==> config.mk <==
export PLATFORM = sky130hd
export DESIGN_NAME = wb_stage_queued
export DESIGN_NICKNAME = d
export VERILOG_FILES = /design/src/rtl/wb_stage_queued_pkg.sv /design/src/rtl/wb_load_align.sv /design/src/rtl/wb_stage_queued.sv
export SDC_FILE = /design/constraint.sdc
export NUM_CORES = 1
export LEC_CHECK = 0
export ABC_CLOCK_PERIOD_IN_PS = 2560
export BUFFER_PORTS_ARGS = -buffer_cell sky130_fd_sc_hd__clkbuf_2
export CELL_PAD_IN_SITES_DETAIL_PLACEMENT = 2
export CELL_PAD_IN_SITES_GLOBAL_PLACEMENT = 2
export CORE_UTILIZATION = 38
export DETAILED_ROUTE_END_ITERATION = 12
export PLACE_DENSITY_LB_ADDON = 0.05
export SLEW_MARGIN = 0
export SYNTH_ARGS = -nofsm -noshare
export SYNTH_HDL_FRONTEND = slang
export SYNTH_HIERARCHICAL = 1
export SYNTH_SLANG_ARGS = --single-unit
==> constraint.sdc <==
create_clock -name clk -period 2.56 [get_ports clk]
set_clock_uncertainty 0.2 [all_clocks]
set_input_delay 0 -clock clk [delete_from_list [all_inputs] [get_ports clk]]
set_output_delay 0 -clock clk [all_outputs]
set_load 0.01 [all_outputs]
==> src/rtl/wb_stage_queued_pkg.sv <==
// Shared constants and types for the queued write-back stage.
package wb_stage_queued_pkg;

   localparam int unsigned WB_WORD_WIDTH     = 32;
   localparam int unsigned WB_REG_FILE_DEPTH = 4;

   localparam logic [1:0] LD_BYTE = 2'b00;
   localparam logic [1:0] LD_HALF = 2'b01;
   localparam logic [1:0] LD_WORD = 2'b10;

   typedef enum logic [1:0] {
      ST_IDLE     = 2'd0,
      ST_RUN      = 2'd1,
      ST_WAIT_MEM = 2'd2
   } wb_state_e;

   // Per-entry control fields kept alongside dest and alu_res in the queue.
   typedef struct packed {
      logic       wb_en;
      logic       mem_r_en;
      logic [1:0] size;
      logic       is_signed;
      logic [1:0] addr_lo;
   } wb_ctrl_t;

endpackage

==> src/rtl/wb_load_align.sv <==
// Lane select and sign/zero extension of a little-endian load word.
module wb_load_align
   import wb_stage_queued_pkg::*;
#(
   parameter int unsigned WORD_WIDTH = WB_WORD_WIDTH
) (
   input  logic [WORD_WIDTH-1:0] data,
   input  logic [1:0]            size,
   input  logic                  is_signed,
   input  logic [1:0]            addr_lo,
   output logic [WORD_WIDTH-1:0] value
);

   logic [7:0]  byte_c;
   logic [15:0] half_c;

   always_comb begin
      byte_c = 8'(data >> {addr_lo, 3'b000});
      half_c = 16'(data >> {addr_lo[1], 4'b0000});
      value  = data;
      case (size)
         LD_BYTE: value = {{(WORD_WIDTH-8){is_signed & byte_c[7]}}, byte_c};
         LD_HALF: value = {{(WORD_WIDTH-16){is_signed & half_c[15]}}, half_c};
         default: value = data;
      endcase
   end

endmodule

==> src/rtl/wb_stage_queued.sv <==
// Write-back stage: in-order retire queue with load-data wait and a registered
// register-file write port.
module wb_stage_queued
   import wb_stage_queued_pkg::*;
#(
   parameter int unsigned WORD_WIDTH = WB_WORD_WIDTH,
   parameter int unsigned DEST_WIDTH = WB_REG_FILE_DEPTH,
   parameter int unsigned DEPTH      = 4
) (
   input  logic                  clk,
   input  logic                  rst,
   input  logic                  in_valid,
   output logic                  in_ready,
   input  logic                  in_wb_en,
   input  logic                  in_mem_r_en,
   input  logic [1:0]            in_size,
   input  logic                  in_signed,
   input  logic [1:0]            in_addr_lo,
   input  logic [DEST_WIDTH-1:0] in_dest,
   input  logic [WORD_WIDTH-1:0] in_alu_res,
   input  logic                  mem_rsp_valid,
   input  logic [WORD_WIDTH-1:0] mem_rsp_data,
   output logic                  WB_EN_out,
   output logic [DEST_WIDTH-1:0] WB_Dest,
   output logic [WORD_WIDTH-1:0] WB_Value,
   output logic                  busy,
   output logic                  rsp_err
);

   localparam int unsigned PTR_W = $clog2(DEPTH);
   localparam int unsigned CNT_W = PTR_W + 1;

   wb_ctrl_t              ctrl_q [DEPTH];
   logic [DEST_WIDTH-1:0] dest_q [DEPTH];
   logic [WORD_WIDTH-1:0] alu_q  [DEPTH];

   logic [PTR_W-1:0] rd_ptr, wr_ptr, rd_ptr_nx;
   logic [CNT_W-1:0] count, count_nx, remain_c;
   wb_state_e        state, state_nx;

   wb_ctrl_t              in_ctrl, head_ctrl, nh_ctrl;
   logic                  push_c, retire_c;
   logic [WORD_WIDTH-1:0] load_val_c, value_c;

   assign in_ctrl = '{wb_en:     in_wb_en,
                      mem_r_en:  in_mem_r_en,
                      size:      in_size,
                      is_signed: in_signed,
                      addr_lo:   in_addr_lo};

   assign head_ctrl = ctrl_q[rd_ptr];
   assign in_ready  = (count < CNT_W'(DEPTH));
   assign busy      = (count != '0);
   assign push_c    = in_valid && in_ready;
   assign retire_c  = (state == ST_RUN) || ((state == ST_WAIT_MEM) && mem_rsp_valid);

   wb_load_align #(.WORD_WIDTH(WORD_WIDTH)) u_align (
      .data      (mem_rsp_data),
      .size      (head_ctrl.size),
      .is_signed (head_ctrl.is_signed),
      .addr_lo   (head_ctrl.addr_lo),
      .value     (load_val_c)
   );

   assign value_c = (state == ST_WAIT_MEM) ? load_val_c : alu_q[rd_ptr];

   // Next head comes from the incoming entry when nothing else remains queued.
   always_comb begin
      rd_ptr_nx = rd_ptr;
      remain_c  = count;
      nh_ctrl   = in_ctrl;
      state_nx  = ST_IDLE;
      if (retire_c) begin
         rd_ptr_nx = rd_ptr + PTR_W'(1);
         remain_c  = count - CNT_W'(1);
      end
      count_nx = remain_c + CNT_W'(push_c);
      if (remain_c != '0)
         nh_ctrl = ctrl_q[rd_ptr_nx];
      if (count_nx != '0)
         state_nx = nh_ctrl.mem_r_en ? ST_WAIT_MEM : ST_RUN;
   end

   always_ff @(posedge clk) begin
      if (push_c) begin
         ctrl_q[wr_ptr] <= in_ctrl;
         dest_q[wr_ptr] <= in_dest;
         alu_q[wr_ptr]  <= in_alu_res;
      end
   end

   always_ff @(posedge clk) begin
      if (rst) begin
         rd_ptr    <= '0;
         wr_ptr    <= '0;
         count     <= '0;
         state     <= ST_IDLE;
         WB_EN_out <= 1'b0;
         WB_Dest   <= '0;
         WB_Value  <= '0;
         rsp_err   <= 1'b0;
      end else begin
         if (push_c)
            wr_ptr <= wr_ptr + PTR_W'(1);
         rd_ptr    <= rd_ptr_nx;
         count     <= count_nx;
         state     <= state_nx;
         WB_EN_out <= retire_c && head_ctrl.wb_en;
         if (retire_c) begin
            WB_Dest  <= dest_q[rd_ptr];
            WB_Value <= value_c;
         end
         if (mem_rsp_valid && (state != ST_WAIT_MEM))
            rsp_err <= 1'b1;
      end
   end

endmodule
==> results of run 1 <==
## critical path, stage by stage (launching register included)
cell,delay (ns)
dfxtp_4,0.41
mux4_2,0.60
mux4_2,0.45
nor3b_4,0.20
a221o_1,0.32
o221ai_2,0.20
nand2_1,0.08
## stage by stage
step / instances / instance area [um2] / power, mW / hold slack [ns] / util, %
final: 1116 / 11800 / 11.8 / 0.0464 / 50.5
after detailed placement: 988 / 10100 / 8.11 / 0.0211 / 43.2
after global routing: 1116 / 11800 / 12.4 / 0.0458 / 50.5
after CTS: 1112 / 11800 / 11.9 / 0.0168 / 50.3
after floorplan: 558 / 9070 / 6.90 / -0.101 / -
after global placement: 988 / 10100 / 7.97 / 0.0131 / 43.2
## power by group
group / internal [mW] / switching, mW / total (mW)
Clock: 2.20 / 1.39 / 3.59
Sequential: 4.37 / 0.237 / 4.61
Combinational: 1.57 / 2.04 / 3.61
## registers in the layout, summed over array words and instances (netlist names)
name and flops:
WB_Dest 4, WB_Value 32, state 2, alu_q 128, WB_EN_out 1, wr_ptr 2
rsp_err 1, ctrl_q 28, rd_ptr 2, dest_q 16, count 3
## layout by cell type (no fill, tap or decap), types with 5 or more instances in the layout
cell,count
clkbuf_2,118
buf_12,5
inv_1,6
buf_4,25
clkbuf_8,7
nor2_1,21
dfxtp_1,45
a221o_1,8
ha_1,8
clkbuf_16,25
mux4_2,43
o21ai_2,11
clkbuf_1,6
a211oi_1,13
o221ai_2,5
a22o_1,8
mux2i_1,25
edfxtp_1,172
nand2_1,71
dlygate4sd3_1,78
a21oi_1,8
o221ai_1,14
o221a_2,8
## cell type report
cell class              instances  area, um2  share of cell area, %
clock inverters                 8       96.3                  0.815
flip-flops and latches        219       6110                   51.7
repair buffers                226       1660                   14.0
well taps                     319        399                   3.38
clock buffers                  38        744                   6.30
diodes                          1       2.50                 0.0212
multi-input cells             298       2780                   23.5
inverters                       7       26.3                  0.222
## cells by family (layout without fill, tap and decap cells)
group | Yosys count | count (layout)
DFF | 219 | 219
and+or+nand+nor | 123 | 123
other | 0 | 1
buffers and inverters | 42 | 279
muxes | 71 | 72
adders and majority gates | 8 | 8
xor gates and xnor gates | 4 | 4
AOI/OAI and AO/OA | 91 | 91
## how the worst max path moves through the flow
stage	from	to	slack [ns]
5_1_grt	rd_ptr[0]	WB_Value[9]	-0.09
4_1_cts	rd_ptr[0]	WB_Value[8]	0.003
3_3_place_gp	rd_ptr[0]	WB_Value[20]	0.03
3_5_place_dp	rd_ptr[0]	WB_Value[20]	-0.05
2_1_floorplan	rd_ptr[0]	WB_Value[10]	-0.12
6_report	rd_ptr[0]	WB_Value[8]	-0.00003
## per-layer routing
metal  global-route usage (%)  routed length, um  vias to the layer above
li1                         -                  -                     2649
met1                     28.1              11400                     3072
met2                     41.1              13900                      164
met3                     3.27               1100                       35
met4                     5.98                560                        0
met5                        0                  0                        -
## what timing repair did
action / in CTS / in global routing
pin swaps: 0 / 2
endpoints found under the hold margin: 218 / 0
resized for setup: 5 / 8
hold buffers: 78 / 0
endpoints found under the setup margin: 5 / 13
buffers inserted: 0 / 2
cloned: 0 / 1
==> impl_results.md, run 1 <==
* Congestion Overflow GR at 0
* Period utilization at 100%
* Share of the synthesized area in the top cell type at 57.1%
* Final hold violations at 0
* Area growth from synthesis to layout at 30.7%
* Hold Path Origin: in_dest[3]
* Worst r2r path cells at 6
* Die W at 156 um
* Largest family of logic cells by synthesized area: multiplexers
* PnR worst setup slack at -0.0000344 ns
* CTS clk-pin slew, worst paths at 0.06 ns
* Register-to-register setup slack at -0.00003 ns
* Area leader, netlist: edfxtp_1
* Violated checks: setup timing
* RSZ-0062 raised after global routing: yes
* Detailed placer's ending HPWL at 16.4 mm
* Mean Syn Cell Area at 16.2 um2
* Via-to-Cell Ratio at 5.30
* R2r startpoint: rd_ptr[0]
* H-tree Lvls at 1
* Max clock buf depth at 3
* Post-synthesis adder-cell area fraction at 1.11%
* Max_cap viols at 0
* CTS Buf Count at 25
* Hold Path Depth at 2
* Power Density at 1000 nW/um2
* Min cycle time layout at 2.56 ns
* Relative slew margins at 31.5%
* Worst Setup End Kind: flip-flop
* Cell area after synthesis at 9040 um2
* Setup tns final at -0.0000344 ns
* Synth unique cells at 49
* Row count at 56
* Slew Viols, Final at 0
* First-pass GRT wire length at 40.6 mm
* Routability Congestion at 0.831
* CP Launch Type: flip-flop
* Routed vias at 5920
* Fill count at 2215
* Crit path kind: flip-flop to flip-flop
* Most used DFF post-synth: edfxtp_1
* IO buf count at 118
* Hold Crit Class: input port to flip-flop
* Worst EP arrival at 2.76 ns
* Antenna violations before repair at 1
* Clk sinks at 219
* Post-synthesis simple-gate area fraction at 6.27%
* # setup viols final at 1
* Sequential cell area fraction in the yosys report at 67.5%
* Initial DRC count at 316
* DR WL/cell at 24.1 um
* Hold endpoint: dest_q[2][3]
* TritonCTS clock tree: done
* Initial DRT Pass Iterations at 4
* Reg2reg end: WB_Value[8]
* Crit path max fanout at 8
* Yosys reg bits at 219
* Xor/xnor cell area share of the yosys netlist at 0.539%
* Layout cells sized above 1 at 34.5%
* Die Ht at 156 um
* Final wirelength at 26.9 mm
* Clk root buf: clkbuf_16
* GRT Total Usage at 22.7%
* Antenna violation net count after detailed routing at 0
* Largest net degree at the start of global routing at 44
* Most frequent cells after synthesis: 172 x edfxtp_1, 71 x nand2_1, 47 x dfxtp_1, 43 x mux4_2, 25 x mux2i_1
* Number of synthesized flops with an enable pin at 172
* Vias in the first global route at 6810
* Synth area leaders: edfxtp_1 57%, mux4_2 11%, dfxtp_1 10%
* VDD IR-drop max at 0.431 mV
* Most frequent cell after synthesis: edfxtp_1
* Mux contribution to synthesized area at 13.9%
* NumNets Final at 864
* Critical path required time at 2.76 ns
* Dpl ws at -0.0501 ns
* Fmax at 391 MHz
* Ys async rst share at 0%
* # DRC at 0
* Ys Warns at 6
* Pleak at 4.32 nW
* Core ar. at 23400 um2
* I/O pin cnt at 119
* Mapped Cells at 558
* Worst-margin pin slew at 1.03 ns
* Skew-Pair Late Insertion Delay at 0.52 ns
* Status: finished, violations left
* Compound-Gate Fraction of Synth Area at 8.23%
* Syn_nets at 645
* Die area at 24400 um2
* Initial core utilization at 38.6%
Note: power is estimated with default switching activity, not from simulation.
==> inputs of run 2 (changes only) <==
Settings changed: ABC_CLOCK_PERIOD_IN_PS 2560 to 2180, CORE_MARGIN set to 5, GPL_TIMING_DRIVEN set to 0.
Clock period 2.56 ns to 2.18 ns, I/O delays scaled along.
==> run 2 against run 1 <==
Effect of this change:
- the flow still finishes with violations (setup timing)
- combinational power up 49%
- die area up 11%
- power up 24%
- register-to-register slack worse by 0.57 ns
- non-clock buffer count up 43
- final cell count up 3.6%
- global-route usage down 0.90 points
- highest routed layer unchanged
==> impl_results.md, run 2 (synthesis results as in run 1) <==
* Layout cells sized above 1 at 40.4% (+5.8 points)
* Die Ht at 164 um (+5.1%)
* Crit-path max cell delay at 0.53 ns (-0.07 ns)
* Violated checks: setup timing
* PnR worst setup slack at -0.570 ns (-0.570 ns)
* Min cycle time layout at 2.75 ns (+0.190 ns)
* Relative slew margins at 33.6% (+2.1 points)
* # DRC at 0 (unchanged)
* Psw at 4.83 mW (+32%)
* Vias in the first global route at 7027 (+3.2%)
* Hold Path Depth at 2 (unchanged)
* VDD IR-drop max at 0.633 mV (+47%)
* Crit path max fanout at 10 (+2)
* Pleak at 4.60 nW (+6.4%)
* Most frequent cells in the layout: 172 x edfxtp_1, 119 x clkbuf_2, 78 x dlygate4sd3_1, 62 x nand2_1, 44 x dfxtp_1
* Hold WS at 0.0440 ns (-0.00235 ns)
* Antenna violation net count after detailed routing at 0 (unchanged)
* Worst-margin pin slew at 0.996 ns (-0.0308 ns)
* Number of flip-flops in the largest register at 128 (unchanged)
* Biggest register: alu_q
* Clk sinks at 219 (unchanged)
* H-tree Lvls at 1 (unchanged)
* CP Buf/Inv Count at 5 (+5)
* Routability Congestion at 0.797 (-4.1%)
* CTS Buf Count at 25 (unchanged)
* Fmax at 364 MHz (-6.9%)
* Via-to-Cell Ratio at 5.28 (-0.51%)
* Final hold violations at 0 (unchanged)
* Period utilization at 126% (+26 points)
* Seq pwr share at 37.1% (-1.9 points)
* Worst EP arrival at 3.01 ns (+0.25 ns)
* First-pass GRT wire length at 43.6 mm (+7.3%)
* Antenna violations before repair at 0 (-1)
* Internal at 9.80 mW (+20%)
* CP max-delay cell: mux4_2
* Max_cap viols at 0 (unchanged)
* Comb pwr share at 36.8% (+6.2 points)
* Worst Setup End Kind: flip-flop
* Placed insts at 997 (+0.91%)
* Die area at 27000 um2 (+11%)
* Post-layout utilization of the core at 53.1% (+2.6 points)
* Max clock buf depth at 3 (unchanged)
* Status: finished, violations left
* Ant diodes at 0 (-1)
* Core ar. at 23500 um2 (+0.30%)
* Skew-Pair Late Insertion Delay at 0.51 ns (about the same)
* Clk root buf: clkbuf_16
* Initial DRC count at 371 (+17%)
* Power Density at 1170 nW/um2 (+17%)
* DR WL/cell at 25.5 um (+5.5%)
* Die W at 164 um (+5.1%)
* CP Launch Type: flip-flop
* Sw frac at 33.0% (+2.0 points)
* Slew Viols, Final at 0 (unchanged)
* Biggest regs: alu_q (128), WB_Value (32), ctrl_q (28)
* Worst path depth at 11 (+5)
* Crit-path leading delay family: buffers and inverters
* Clock share of power at 26.1% (-4.3 points)
* IO buf count at 118 (unchanged)
* Crit path kind: flip-flop to flip-flop
* Hold Crit Class: input port to flip-flop
* RSZ-0062 raised after global routing: yes
* # setup viols final at 32 (+31)
* TritonCTS clock tree: done
* Routed vias at 6101 (+3.1%)
* Leading cell type in the layout, fill and taps excluded: edfxtp_1
* GRT Total Usage at 21.8% (-0.90 points)
* Initial core utilization at 38.5% (-0.12 points)
* Area growth from synthesis to layout at 37.9%
* I/O pin cnt at 119 (unchanged)
* Critical path required time at 2.44 ns (-0.32 ns)
* Worst r2r path cells at 11 (+5)
* CP cell instances: buf_16 -> buf_12 -> mux4_2 -> buf_8 -> nand2b_1 -> buf_4 -> nor3b_4 -> buf_6 -> a221o_1 -> o221ai_2 -> nand2_1
* NumNets Final at 907 (+5.0%)
* Initial DRT Pass Iterations at 5 (+1)
* Congestion Overflow GR at 0 (unchanged)
* Row count at 56 (unchanged)
* Largest net degree at the start of global routing at 44 (unchanged)
* Final wirelength at 29.4 mm (+9.3%)
* Detailed placer's ending HPWL at 18.3 mm (+12%)
* Final Non-Filler Cells at 1156 (+3.6%)
* CTS clk-pin slew, worst paths at 0.06 ns (about the same)
## run 2: cell count changes in the layout (fill, tap and decap cells not counted), moves of 5 or more
cell / change
buf_6: +12
o221ai_2: +9
nand2_1: -9
clkbuf_8: -5
o221a_4: +8
o221a_2: -8
clkbuf_1: +5
o221ai_1: -9
buf_2: +11
o21ai_4: +7
## run 2: final cells by class
type                            instances  area, um2
Clock buffer                           34        679
Multi-Input combinational cell        298       3110
Buffer                                 32        275
Tap cell                              319        399
Timing Repair Buffer                  237       1800
Fill cell                            2086      11000
Sequential cell                       219       6110
Inverter                                7       33.8
Clock inverter                         10       62.6
## run 2: power groups by stage
stage          sequential [mW]  clock, mW  combinational [mW]
6_report                  5.43       3.82                5.38
5_1_grt                   5.49       4.12                5.73
4_1_cts                   5.41       3.90                5.02
3_5_place_dp              5.49          0                4.13
3_3_place_gp              5.46          0                4.00
2_1_floorplan             5.49          0                2.65
## run 2: what timing repair did
| action | 4_1_cts | 5_1_grt |
|---|---|---|
| gates cloned | 3 | 0 |
| endpoints found under the hold margin | 213 | 1 |
| setup buffers | 23 | 14 |
| endpoints found under the setup margin | 86 | 34 |
| hold buffers | 77 | 1 |
| resized for setup | 70 | 39 |
| pin swaps | 24 | 19 |
## run 2: metrics by stage
stage	setup slack [ns]	area (um2)	TNS, ns	total power [mW]
global route	-0.650	12500	-17.14	15.3
CTS	-0.594	12200	-15.78	14.3
global placement	-1.04	10100	-96.13	9.46
detailed placement	-1.12	10100	-37.29	9.62
finish	-0.570	12500	-14.72	14.6
floorplan	-0.495	9100	-12.24	8.14
## run 2: per-layer routing
layer  up-vias  track usage (%)  part of all wire [%]
met2       148             40.2                    53
met1      3175             27.1                    41
met4         0             4.54                   2.0
met3        38             3.14                   4.2
li1       2740                -                     -
met5         -                0                     0
## run 2: final timing paths
path,from,to,slack [ns]
hold reg to reg,WB_Value[13],WB_Value[13],0.25
hold / removal,in_dest[1],dest_q[2][1],0.04
setup reg to reg,rd_ptr[0],WB_Value[13],-0.57
setup / recovery,rd_ptr[0],WB_Value[13],-0.57
==> inputs of run 3 (changes only) <==
Settings changed: ABC_AREA set to 1, CORE_UTILIZATION 38 to 35, SKIP_LAST_GASP set to 1, SLEW_MARGIN 0 to 25.
==> run 3 against run 2 <==
Effect of this change:
- core utilization decreased by 3.8 points
- the flow still finishes with violations (setup timing)
- combinational power increased by 52%
- die area is 12% higher
- critical path type unchanged
- non-clock buffer count grew 32
- worst setup slack improved by 0.26 ns
- sequential power about the same
- maximum frequency up 10%
- via count up 27%
- critical endpoint is now WB_Value[28]
- sequential share of layout area fell by 2.7 points
- clock power is 8.6% higher
- global-route usage up 1.5 points
- power grew 22%
==> impl_results.md, run 3 <==
* Status: finished, violations left
* Violated checks: setup timing
* Final wirelength at 36.3 mm (+23%)
* Worst-margin pin slew at 0.943 ns (-0.0527 ns)
* Worst Setup End Kind: flip-flop
* GRT Total Usage at 23.3% (+1.5 points)
* Die W at 174 um (+5.8%)
* Max clock buf depth at 3 (unchanged)
* Largest family of logic cells by synthesized area: simple AND/OR/NAND/NOR gates
* Initial core utilization at 35.2% (-3.4 points)
* # DRC at 0 (unchanged)
* NumNets Final at 1192 (+31%)
* Clk sinks at 219 (unchanged)
* CTS clk-pin slew, worst paths at 0.06 ns (about the same)
* Die area at 30200 um2 (+12%)
* Compound-Gate Fraction of Synth Area at 12.4% (+4.2 points)
* Most frequent cell after synthesis: edfxtp_1
* Ant diodes at 0 (unchanged)
* Mapped Cells at 827 (+48%)
* Syn_nets at 914 (+42%)
* Critical path required time at 2.45 ns (about the same)
* I/O pin cnt at 119 (unchanged)
* Post-synthesis simple-gate area fraction at 16.1% (+9.8 points)
* Number of synthesized flops with an enable pin at 172 (unchanged)
* Mean Syn Cell Area at 11.4 um2 (-30%)
* Most frequent cells in the layout: 172 x edfxtp_1, 134 x nand2_1, 121 x clkbuf_2, 92 x nor2_1
* Cell area after layout at 13200 um2 (+5.7%)
* Sequential cell area fraction in the yosys report at 65.0% (-2.5 points)
* RSZ-0062 raised after global routing: yes
* First-pass GRT wire length at 53.8 mm (+23%)
* Fmax at 402 MHz (+10%)
* Xor/xnor cell area share of the yosys netlist at 0.280% (-0.26 points)
* Share of the synthesized area in the top cell type at 55.0% (-2.1 points)
* Ys Warns at 6 (unchanged)
* H-tree Lvls at 1 (unchanged)
* Crit path max fanout at 6 (-4)
* Number of flip-flops in the largest register at 128 (unchanged)
* Detailed placer's ending HPWL at 23.5 mm (+29%)
* Antenna violation net count after detailed routing at 0 (unchanged)
* Post-synthesis adder-cell area fraction at 1.07% (-0.042 points)
* Setup tns final at -7.05 ns (+7.67 ns)
* Most frequent cells after synthesis: 172 x edfxtp_1, 141 x nand2_1, 103 x nor2_1, 97 x o21ai_0, 47 x dfxtp_1
* Most used DFF post-synth: edfxtp_1
* Largest net degree at the start of global routing at 19 (-57%)
* Worst EP arrival at 2.76 ns (-0.25 ns)
* Post-layout utilization of the core at 49.3% (-3.8 points)
* Mux contribution to synthesized area at 0% (-14 points)
* Worst r2r path cells at 15 (+4)
* Via-to-Cell Ratio at 5.27 (-0.13%)
* Final Non-Filler Cells at 1466 (+27%)
* PnR worst setup slack at -0.310 ns (+0.260 ns)
* Synth area leaders: edfxtp_1 55%, dfxtp_1 10%, nand2_1 5.6%
* Synth unique cells at 40 (-18%)
* Hold Path Depth at 2 (unchanged)
* IO buf count at 117 (-0.85%)
* Vias in the first global route at 8714 (+24%)
* Final total power at 17.8 mW (+22%)
* Final hold violations at 0 (unchanged)
* Layout cells sized above 1 at 32.6% (-7.8 points)
* Crit path kind: flip-flop to flip-flop
* Period utilization at 114% (-12 points)
* DR WL/cell at 24.7 um (-2.8%)
* Initial DRT Pass Iterations at 5 (unchanged)
* Min cycle time layout at 2.49 ns (-0.260 ns)
* Skew-Pair Late Insertion Delay at 0.55 ns (+0.04 ns)
* Biggest register: alu_q
* Placed Area at 10700 um2 (+5.3%)
* Hold Crit Class: input port to flip-flop
* # setup viols final at 32 (unchanged)
* Relative slew margins at 37.1% (+3.5 points)
* Register-to-register setup slack at -0.31 ns (+0.26 ns)
* Pleak at 5.31 nW (+15%)
* Area growth from synthesis to layout at 40.3%
* Area leader, netlist: edfxtp_1
* Die Ht at 174 um (+5.8%)
* Congestion Overflow GR at 0 (unchanged)
* Hold WS at 0.0131 ns (-0.0310 ns)
* Slew Viols, Final at 0 (unchanged)
* Row count at 60 (+7.1%)
* Clk root buf: clkbuf_16
* Cell area after synthesis at 9400 um2 (+3.9%)
* VDD IR-drop max at 0.713 mV (+13%)
* CP Launch Type: flip-flop
* Antenna violations before repair at 0 (unchanged)
* Core ar. at 26700 um2 (+14%)
* Power Density at 1350 nW/um2 (+15%)
* Routability Congestion at 0.828 (+4.0%)
* Initial DRC count at 446 (+20%)
* Yosys reg bits at 219 (unchanged)
* Max_cap viols at 0 (unchanged)
* TritonCTS clock tree: done
* Placed insts at 1293 (+30%)
* Biggest regs: alu_q (128), WB_Value (32), ctrl_q (28)
* Leading cell type in the layout, fill and taps excluded: edfxtp_1
* CTS Buf Count at 26 (+4.0%)
* Dpl ws at -0.988 ns (+0.136 ns)
* Ys async rst share at 0% (unchanged)
* Routed vias at 7727 (+27%)
[run 3: power breakdown]
part,internal (mW),leakage [nW],switching [mW]
clock network,2.35,0.396,1.80
logic,3.20,2.95,4.99
registers,5.16,1.96,0.285
[run 3: area by class of cell]
type / instances / area (um2)
clock buffer: 31 / 679
clock inverter: 17 / 130
timing repair buffer: 253 / 2070
inverter: 33 / 145
buffer: 48 / 402
fill: 2667 / 13500
multi-input combinational: 524 / 3230
tap: 341 / 427
sequential: 219 / 6110
[run 3: logic make-up after synthesis]
kind of cell | Yosys count
fa+ha+maj | 8
flops | 219
compound gates | 191
xor+xnor | 3
simple gates | 322
buf+inv | 84
[run 3: repair_timing]
| action | in CTS | in global routing |
|---|---|---|
| setup buffers | 31 | 16 |
| hold endpoints to repair | 247 | 1 |
| endpoints found under the setup margin | 119 | 35 |
| gates resized for setup | 91 | 40 |
| pin swaps | 46 | 41 |
| hold buffers | 78 | 1 |
| cloned | 6 | 0 |
[run 3: per-layer routing]
layer  share of wire (%)  wire length (um)  up-vias  GRT usage, %
li1                    -                 -     3527             -
met1                  43             15500     3936          30.2
met2                  50             18200      206          41.1
met3                 4.4              1590       58          3.25
met4                 2.9              1060        0          5.87
met5                   0                 0        -             0
[run 3: final timing paths]
kind                       start            to
setup / recovery       rd_ptr[0]  WB_Value[28]
hold / removal    in_alu_res[25]  alu_q[0][25]
setup reg to reg       rd_ptr[0]  WB_Value[28]
hold reg to reg     WB_Value[14]  WB_Value[14]
[run 3: worst max-delay path, cell delays in order (launching register included)]
cell     delay, ns
dfxtp_2       0.32
buf_6         0.13
buf_12        0.11
buf_8         0.11
buf_4         0.11
o21ai_2       0.06
o22ai_2       0.33
inv_2         0.10
nor2_4        0.17
nand2_4       0.08
nand2_4       0.08
nand2_8       0.09
buf_12        0.17
nand3_4       0.10
o21ai_2       0.07
o21ai_2       0.17
